<file path="config.mk">
export PLATFORM = sky130hd
export DESIGN_NAME = pipeline_hazard_ctrl
export DESIGN_NICKNAME = d
export VERILOG_FILES = /design/src/rtl/pipeline_hazard_ctrl_pkg.sv /design/src/rtl/pipeline_hazard_ctrl_hazard_detect.sv /design/src/rtl/pipeline_hazard_ctrl.sv
export SDC_FILE = /design/constraint.sdc
export NUM_CORES = 1
export LEC_CHECK = 0
export CORE_ASPECT_RATIO = 0.7
export CORE_MARGIN = 4
export CORE_UTILIZATION = 51
export DETAILED_ROUTE_END_ITERATION = 16
export PLACE_DENSITY = 0.85
export SYNTH_ARGS = -nofsm -noshare
export SYNTH_HDL_FRONTEND = slang
export SYNTH_SLANG_ARGS = --single-unit
</file>
<file path="constraint.sdc">
create_clock -name clk -period 4.1 [get_ports clk]
set_clock_uncertainty 0.2 [all_clocks]
set_input_delay 0.82 -clock clk [delete_from_list [all_inputs] [get_ports clk]]
set_output_delay 0.82 -clock clk [all_outputs]
set_load 0.1 [all_outputs]
</file>
<file path="src/rtl/pipeline_hazard_ctrl_pkg.sv">
`default_nettype none
// ============================================================================
// Module      : pipeline_hazard_ctrl_pkg
// Description : Shared access-op encodings and hazard FSM state constants.
// Revision    : 1.0 - initial release
// ============================================================================
package pipeline_hazard_ctrl_pkg;

    localparam logic [1:0] ACCESS_OP_NONE = 2'd0;
    localparam logic [1:0] ACCESS_OP_D2R  = 2'd1;  // ALU result to register
    localparam logic [1:0] ACCESS_OP_M2R  = 2'd2;  // load
    localparam logic [1:0] ACCESS_OP_R2M  = 2'd3;  // store

    typedef logic [1:0] state_t;

    localparam state_t c_ST_RUN       = 2'd0;
    localparam state_t c_ST_MEM_WAIT  = 2'd1;
    localparam state_t c_ST_EXC_PEND  = 2'd2;
    localparam state_t c_ST_EXC_FLUSH = 2'd3;

endpackage
`default_nettype wire

</file>
<file path="src/rtl/pipeline_hazard_ctrl_hazard_detect.sv">
`default_nettype none
// ============================================================================
// Module      : hazard_detect
// Description : Combinational load-use and multiply/divide busy hazard compare.
// Revision    : 1.0 - initial release
// ============================================================================
module hazard_detect
    import pipeline_hazard_ctrl_pkg::*;
(
    input  logic [4:0] id_rs_addr,
    input  logic       id_rs_used,
    input  logic [4:0] id_rt_addr,
    input  logic       id_rt_used,
    input  logic [4:0] ex_dest_addr,
    input  logic [1:0] ex_access_op,
    input  logic       id_uses_hilo,
    input  logic       md_busy,
    output logic       hazard
);

    logic w_dest_match;
    logic w_load_use;
    logic w_md_hazard;

    // $0 is hardwired to zero, so a load targeting it never produces a value.
    assign w_dest_match = (id_rs_used && (id_rs_addr == ex_dest_addr)) ||
                          (id_rt_used && (id_rt_addr == ex_dest_addr));
    assign w_load_use   = (ex_access_op == ACCESS_OP_M2R) &&
                          (ex_dest_addr != 5'd0) && w_dest_match;
    assign w_md_hazard  = id_uses_hilo && md_busy;
    assign hazard       = w_load_use || w_md_hazard;

endmodule
`default_nettype wire

</file>
<file path="src/rtl/pipeline_hazard_ctrl.sv">
`default_nettype none
// ============================================================================
// Module      : pipeline_hazard_ctrl
// Description : Stall/bubble/flush sequencer with bus timeout and stall counter.
// Revision    : 1.0 - initial release
// ============================================================================
module pipeline_hazard_ctrl
    import pipeline_hazard_ctrl_pkg::*;
#(
    parameter int TIMEOUT_CYCLES = 255,
    parameter int CNT_WIDTH      = 32
) (
    input  logic                 clk,
    input  logic                 rst,
    input  logic [4:0]           id_rs_addr,
    input  logic                 id_rs_used,
    input  logic [4:0]           id_rt_addr,
    input  logic                 id_rt_used,
    input  logic [4:0]           ex_dest_addr,
    input  logic [1:0]           ex_access_op,
    input  logic                 id_uses_hilo,
    input  logic                 md_busy,
    input  logic                 mm_busy,
    input  logic                 exc_req,
    output logic                 stall_if,
    output logic                 stall_id,
    output logic                 stall_ex,
    output logic                 stall_mm,
    output logic                 bubble_ex,
    output logic                 bubble_wb,
    output logic                 flush_id,
    output logic                 flush_ex,
    output logic                 flush_mm,
    output logic                 exc_ack,
    output logic                 bus_timeout,
    output logic [CNT_WIDTH-1:0] stall_count
);

    localparam int                  c_WAIT_W    = $clog2(TIMEOUT_CYCLES + 1);
    localparam logic [c_WAIT_W-1:0] c_WAIT_MAX  = c_WAIT_W'(TIMEOUT_CYCLES);
    localparam logic [c_WAIT_W-1:0] c_WAIT_LAST = c_WAIT_W'(TIMEOUT_CYCLES - 1);

    state_t                r_state;
    state_t                w_next;
    logic [c_WAIT_W-1:0]   r_wait_cnt;
    logic [CNT_WIDTH-1:0]  r_stall_count;
    logic                  w_hazard;
    logic                  w_timeout_hit;

    hazard_detect u_hazard_detect (
        .id_rs_addr   (id_rs_addr),
        .id_rs_used   (id_rs_used),
        .id_rt_addr   (id_rt_addr),
        .id_rt_used   (id_rt_used),
        .ex_dest_addr (ex_dest_addr),
        .ex_access_op (ex_access_op),
        .id_uses_hilo (id_uses_hilo),
        .md_busy      (md_busy),
        .hazard       (w_hazard)
    );

    // The bus is declared hung on the wait cycle that brings the count to TIMEOUT_CYCLES.
    assign w_timeout_hit = ((r_state == c_ST_MEM_WAIT) || (r_state == c_ST_EXC_PEND)) &&
                           mm_busy && (r_wait_cnt == c_WAIT_LAST);

    always_ff @(posedge clk) begin
        if (rst) begin
            r_state       <= c_ST_RUN;
            r_wait_cnt    <= '0;
            r_stall_count <= '0;
        end else begin
            r_state <= w_next;
            if ((r_state == c_ST_RUN) || (r_state == c_ST_EXC_FLUSH)) begin
                r_wait_cnt <= '0;
            end else if (mm_busy && (r_wait_cnt != c_WAIT_MAX)) begin
                r_wait_cnt <= r_wait_cnt + 1'b1;
            end
            if (stall_if) begin
                r_stall_count <= r_stall_count + 1'b1;
            end
        end
    end

    always_comb begin
        w_next      = r_state;
        stall_if    = 1'b0;
        stall_id    = 1'b0;
        stall_ex    = 1'b0;
        stall_mm    = 1'b0;
        bubble_ex   = 1'b0;
        bubble_wb   = 1'b0;
        flush_id    = 1'b0;
        flush_ex    = 1'b0;
        flush_mm    = 1'b0;
        exc_ack     = 1'b0;
        bus_timeout = 1'b0;
        case (r_state)
            c_ST_EXC_FLUSH: begin
                flush_id = 1'b1;
                flush_ex = 1'b1;
                flush_mm = 1'b1;
                exc_ack  = 1'b1;
                w_next   = c_ST_RUN;
            end
            c_ST_EXC_PEND: begin
                {stall_if, stall_id, stall_ex, stall_mm, bubble_wb} = 5'b11111;
                if (w_timeout_hit) begin
                    bus_timeout = 1'b1;
                    w_next      = c_ST_EXC_FLUSH;
                end else if (!mm_busy) begin
                    w_next = c_ST_EXC_FLUSH;
                end
            end
            default: begin
                // RUN, and MEM_WAIT once the bus has released, behave identically.
                if (mm_busy) begin
                    {stall_if, stall_id, stall_ex, stall_mm, bubble_wb} = 5'b11111;
                    if (w_timeout_hit) begin
                        bus_timeout = 1'b1;
                        w_next      = c_ST_EXC_FLUSH;
                    end else if (exc_req) begin
                        w_next = c_ST_EXC_PEND;
                    end else begin
                        w_next = c_ST_MEM_WAIT;
                    end
                end else if (exc_req) begin
                    {stall_if, stall_id, stall_ex, stall_mm} = 4'b1111;
                    w_next = c_ST_EXC_FLUSH;
                end else begin
                    w_next = c_ST_RUN;
                    if (w_hazard) begin
                        stall_if  = 1'b1;
                        stall_id  = 1'b1;
                        bubble_ex = 1'b1;
                    end
                end
            end
        endcase
        if (rst) begin
            {stall_if, stall_id, stall_ex, stall_mm, bubble_ex, bubble_wb} = 6'b0;
            {flush_id, flush_ex, flush_mm, exc_ack, bus_timeout}           = 5'b0;
        end
    end

    assign stall_count = r_stall_count;

endmodule
`default_nettype wire

</file>
==> run_results.csv <==
group,metric,value,unit
run_status,status,"finished, final reports clean",
routing,wl_per_cell,14.9,um
sta,setup-tns-final,0,ps
clock_network,cts_setup_buffers,0,
die,core-area,4350,sq um
logic_synthesis,ys_types,41,
logic_synthesis,synth_top_area_share,36.3,%
clock_network,clockBufferDepth,2,
grt,grt_pass1_wl,9.88,mm
sta,period_minus_slack,3580,ps
worst_setup_path,cp_top_family,"buffers and inverters",
sta,final_max_slew_viol_count,0,
final_layout,final_nets,375,
routing,firstDrtPassIters,4,
grt,grt_max_degree,61,
routing,via_per_inst,5.81,
sta,fmax,280,MHz
logic_synthesis,synthAdderAreaFrac,2.70,%
final_layout,ff_latch_area,841,sq um
routing,antenna_left,0,
clock_network,clkLatencyLatePin,300,ps
logic_synthesis,synthXorXnorAreaFrac,6.44,%
placed_design,place.port_buffers,67,
logic_synthesis,avgSynthCellArea,8.03,sq um
placed_design,place_inst,393,
final_layout,syn2layout_area_growth,38.9,%
worst_setup_path,crit_fanout,4,
clock_network,postCtsHoldBufs,0,
grt,grt_pass1_vias,2191,
sta,rsz0062_at_grt,"no",
routing,route.detailed.drc,0,
worst_setup_path,critical_path.cell_chain,"clkdlybuf4s50_1, or4_1, nor2_1, nor3b_1, a31oi_4, inv_1, buf_12",
logic_synthesis,synth-seq-cells,42,
worst_setup_path,arrival,2560,ps
final_layout,antenna_cells,0,
grt,grtUsageTotal,22.1,%
worst_setup_path,start_kind,"primary input",
sta,finalCritPeriodShare,87.2,%
logic_synthesis,synthTopCellsByArea,"dfxtp_1 (36%), a21oi_1 (6.5%), xnor2_1 (4.9%), nand2_1 (4.4%), or3_1 (4.3%)",
clock_network,htreeDepth,2,
die,rows,20,
worst_setup_path,worst-path-buf-inv,3,
logic_synthesis,syn_area,2310,sq um
placed_design,hpwlAfterDp,4.48,mm
die,start_util,53.1,%
pwr,p_per_area,300,nW/um^2
worst_setup_path,critPathKind,"in2out",
grt,antenna_found_initial,0,
worst_setup_path,slowest_stage,"or4_1",
clock_network,cts_sinks,42,
final_layout,instances_no_fill,401,
sta,relSlewSlack,32.2,%
logic_synthesis,syn_nets,318,
final_layout,multi_input_area,1360,sq um
routing,first_iter_violations,143,
final_layout,final_util,73.8,%
sta,finalSetupViolCount,0,
clock_network,cts_tree,"done",
final_layout,num-fill-cells,325,
pwr,irDropWorstVdd,189,uV
final_layout,drive_gt1_share,9.25,%
clock_network,root_buffer,"clkbuf_8",
sta,worstMarginPinSlew,1010,ps
logic_synthesis,synth_compound_area_share,18.0,%
worst_setup_path,crit_required,3080,ps
logic_synthesis,syn_inst,288,
worst_setup_path,max_stage_delay,530,ps
die,die_h,64.4,um
worst_hold_path,hold_path_class,"reg2reg",
grt,grt_overflow,0,
logic_synthesis,synth_top_family_by_area,"simple AND/OR/NAND/NOR gates",
clock_network,ctsResizeCount,0,
die,die_w,88.5,um
flow_run,cap_viol_max_count,0,
logic_synthesis,synthMuxAreaShare,0.865,%
routing,dr_total_vias,2329,
sta,hold_ws,290,ps
logic_synthesis,ys_seq_area_share,36.3,%
worst_setup_path,end_kind,"output port",
logic_synthesis,ys.warnings.count,0,
logic_synthesis,synthSimpleGateAreaFrac,30.0,%
pwr,finalPower,0.000963,W
placed_design,routabilityCongestion,0.793,
clock_network,cts_made_buffers,5,
die,num_io_pins,68,
routing,wirelength,5.98,mm
pwr,p_leak,1.02,nW
clock_network,clk_pin_slew,80,ps
sta,hold_viol_final,0,
logic_synthesis,yosys.area.top_type,"dfxtp_1",
die,die_area,5690,sq um
cells in the final DEF (no fill, tap or decap), types with 5 or more instances in the layout:
cell	Yosys	layout
a21oi_1	30	30
buf_12	0	11
clkbuf_8	0	5
clkdlybuf4s50_1	0	56
dfxtp_1	42	42
ha_1	5	5
inv_1	8	8
nand2_1	27	27
nand3_1	13	13
nand4_1	11	11
nor2_1	16	16
nor3_1	6	5
o21ai_0	17	17
o31ai_1	11	11
or3_1	16	16
or4_1	11	11
xnor2_1	13	13
tightest hold or removal path, stage by stage, from the launching register on:
cell and delay (ps):
dfxtp_1 330, o31ai_1 60, a21oi_1 60
logic make-up (layout without fill, tap and decap cells):
kind of cell | after synthesis | in the layout
AOI/OAI and AO/OA | 70 | 70
buffers and inverters | 28 | 86
adders and majority gates | 5 | 5
DFF | 42 | 42
xor gates and xnor gates | 17 | 17
and+or+nand+nor | 124 | 124
muxes | 2 | 2
through the flow:
step	setup WS, ps	area, sq um
floorplan	112	2320
global placement	530	3100
detailed placement	508	3100
CTS	510	3210
global route	426	3210
finish	523	3210
registers in the layout, indices dropped and copies added (netlist names):
signal       cells
r_wait_cnt       8
r_state          2
stall_count     32
path summary, 6_finish.rpt:
kind / from / endpoint / slack, ps / depth (start not counted)
worst max-delay path: ex_dest_addr[1] / stall_if / 520 / 7
worst min-delay path: stall_count[31] / stall_count[31] / 290 / 2
worst max register to register: stall_count[0] / stall_count[22] / 1190 / 6
worst min register to register: stall_count[31] / stall_count[31] / 290 / 2
cells in the mapped netlist (all sizes together):
master and instances:
dfxtp 42, a21oi 30, nand2 27, or3 20, o21ai 17, nor2 16, or4 14, clkbuf 13
nand3 13, xnor2 13, nand4 12, o31ai 11, inv 8, buf 7, nor3 6, ha 5
o311ai 4, xor2 4, and3 3, and4 3, o41ai 3, mux2i 2, nor2b 2, nor3b 2
a211oi 1, a311oi 1, a31oi 1, and2 1, nand2b 1, nand3b 1, nor4 1, nor4b 1
o21a 1, o22ai 1, or2 1
where the power goes:
part | internal [W] | leakage (nW) | total [W] | switching, W
Clock | 0.000182 | 0.0514 | 0.000330 | 0.000148
Combinational | 0.0000746 | 0.628 | 0.000207 | 0.000132
Sequential | 0.000415 | 0.339 | 0.000426 | 0.0000109
Total | 0.000671 | 1.02 | 0.000963 | 0.000291
final cells by class:
cell class | instances | share of cell area (%)
inverter | 8 | 0.935
clock buffer | 6 | 2.26
multi-input combinational | 218 | 42.3
tap | 55 | 2.14
sequential | 42 | 26.2
timing repair buffer | 70 | 25.0
clock inverter | 2 | 1.17
per-layer routing:
layer / track usage [%] / routed length (um) / vias up
met5: 0 / 0 / -
met2: 33.9 / 2670 / 83
li1: - / - / 1171
met3: 7.86 / 464 / 9
met4: 6.98 / 104 / 0
met1: 29.0 / 2740 / 1066
Note: power is estimated with default switching activity, not from simulation.
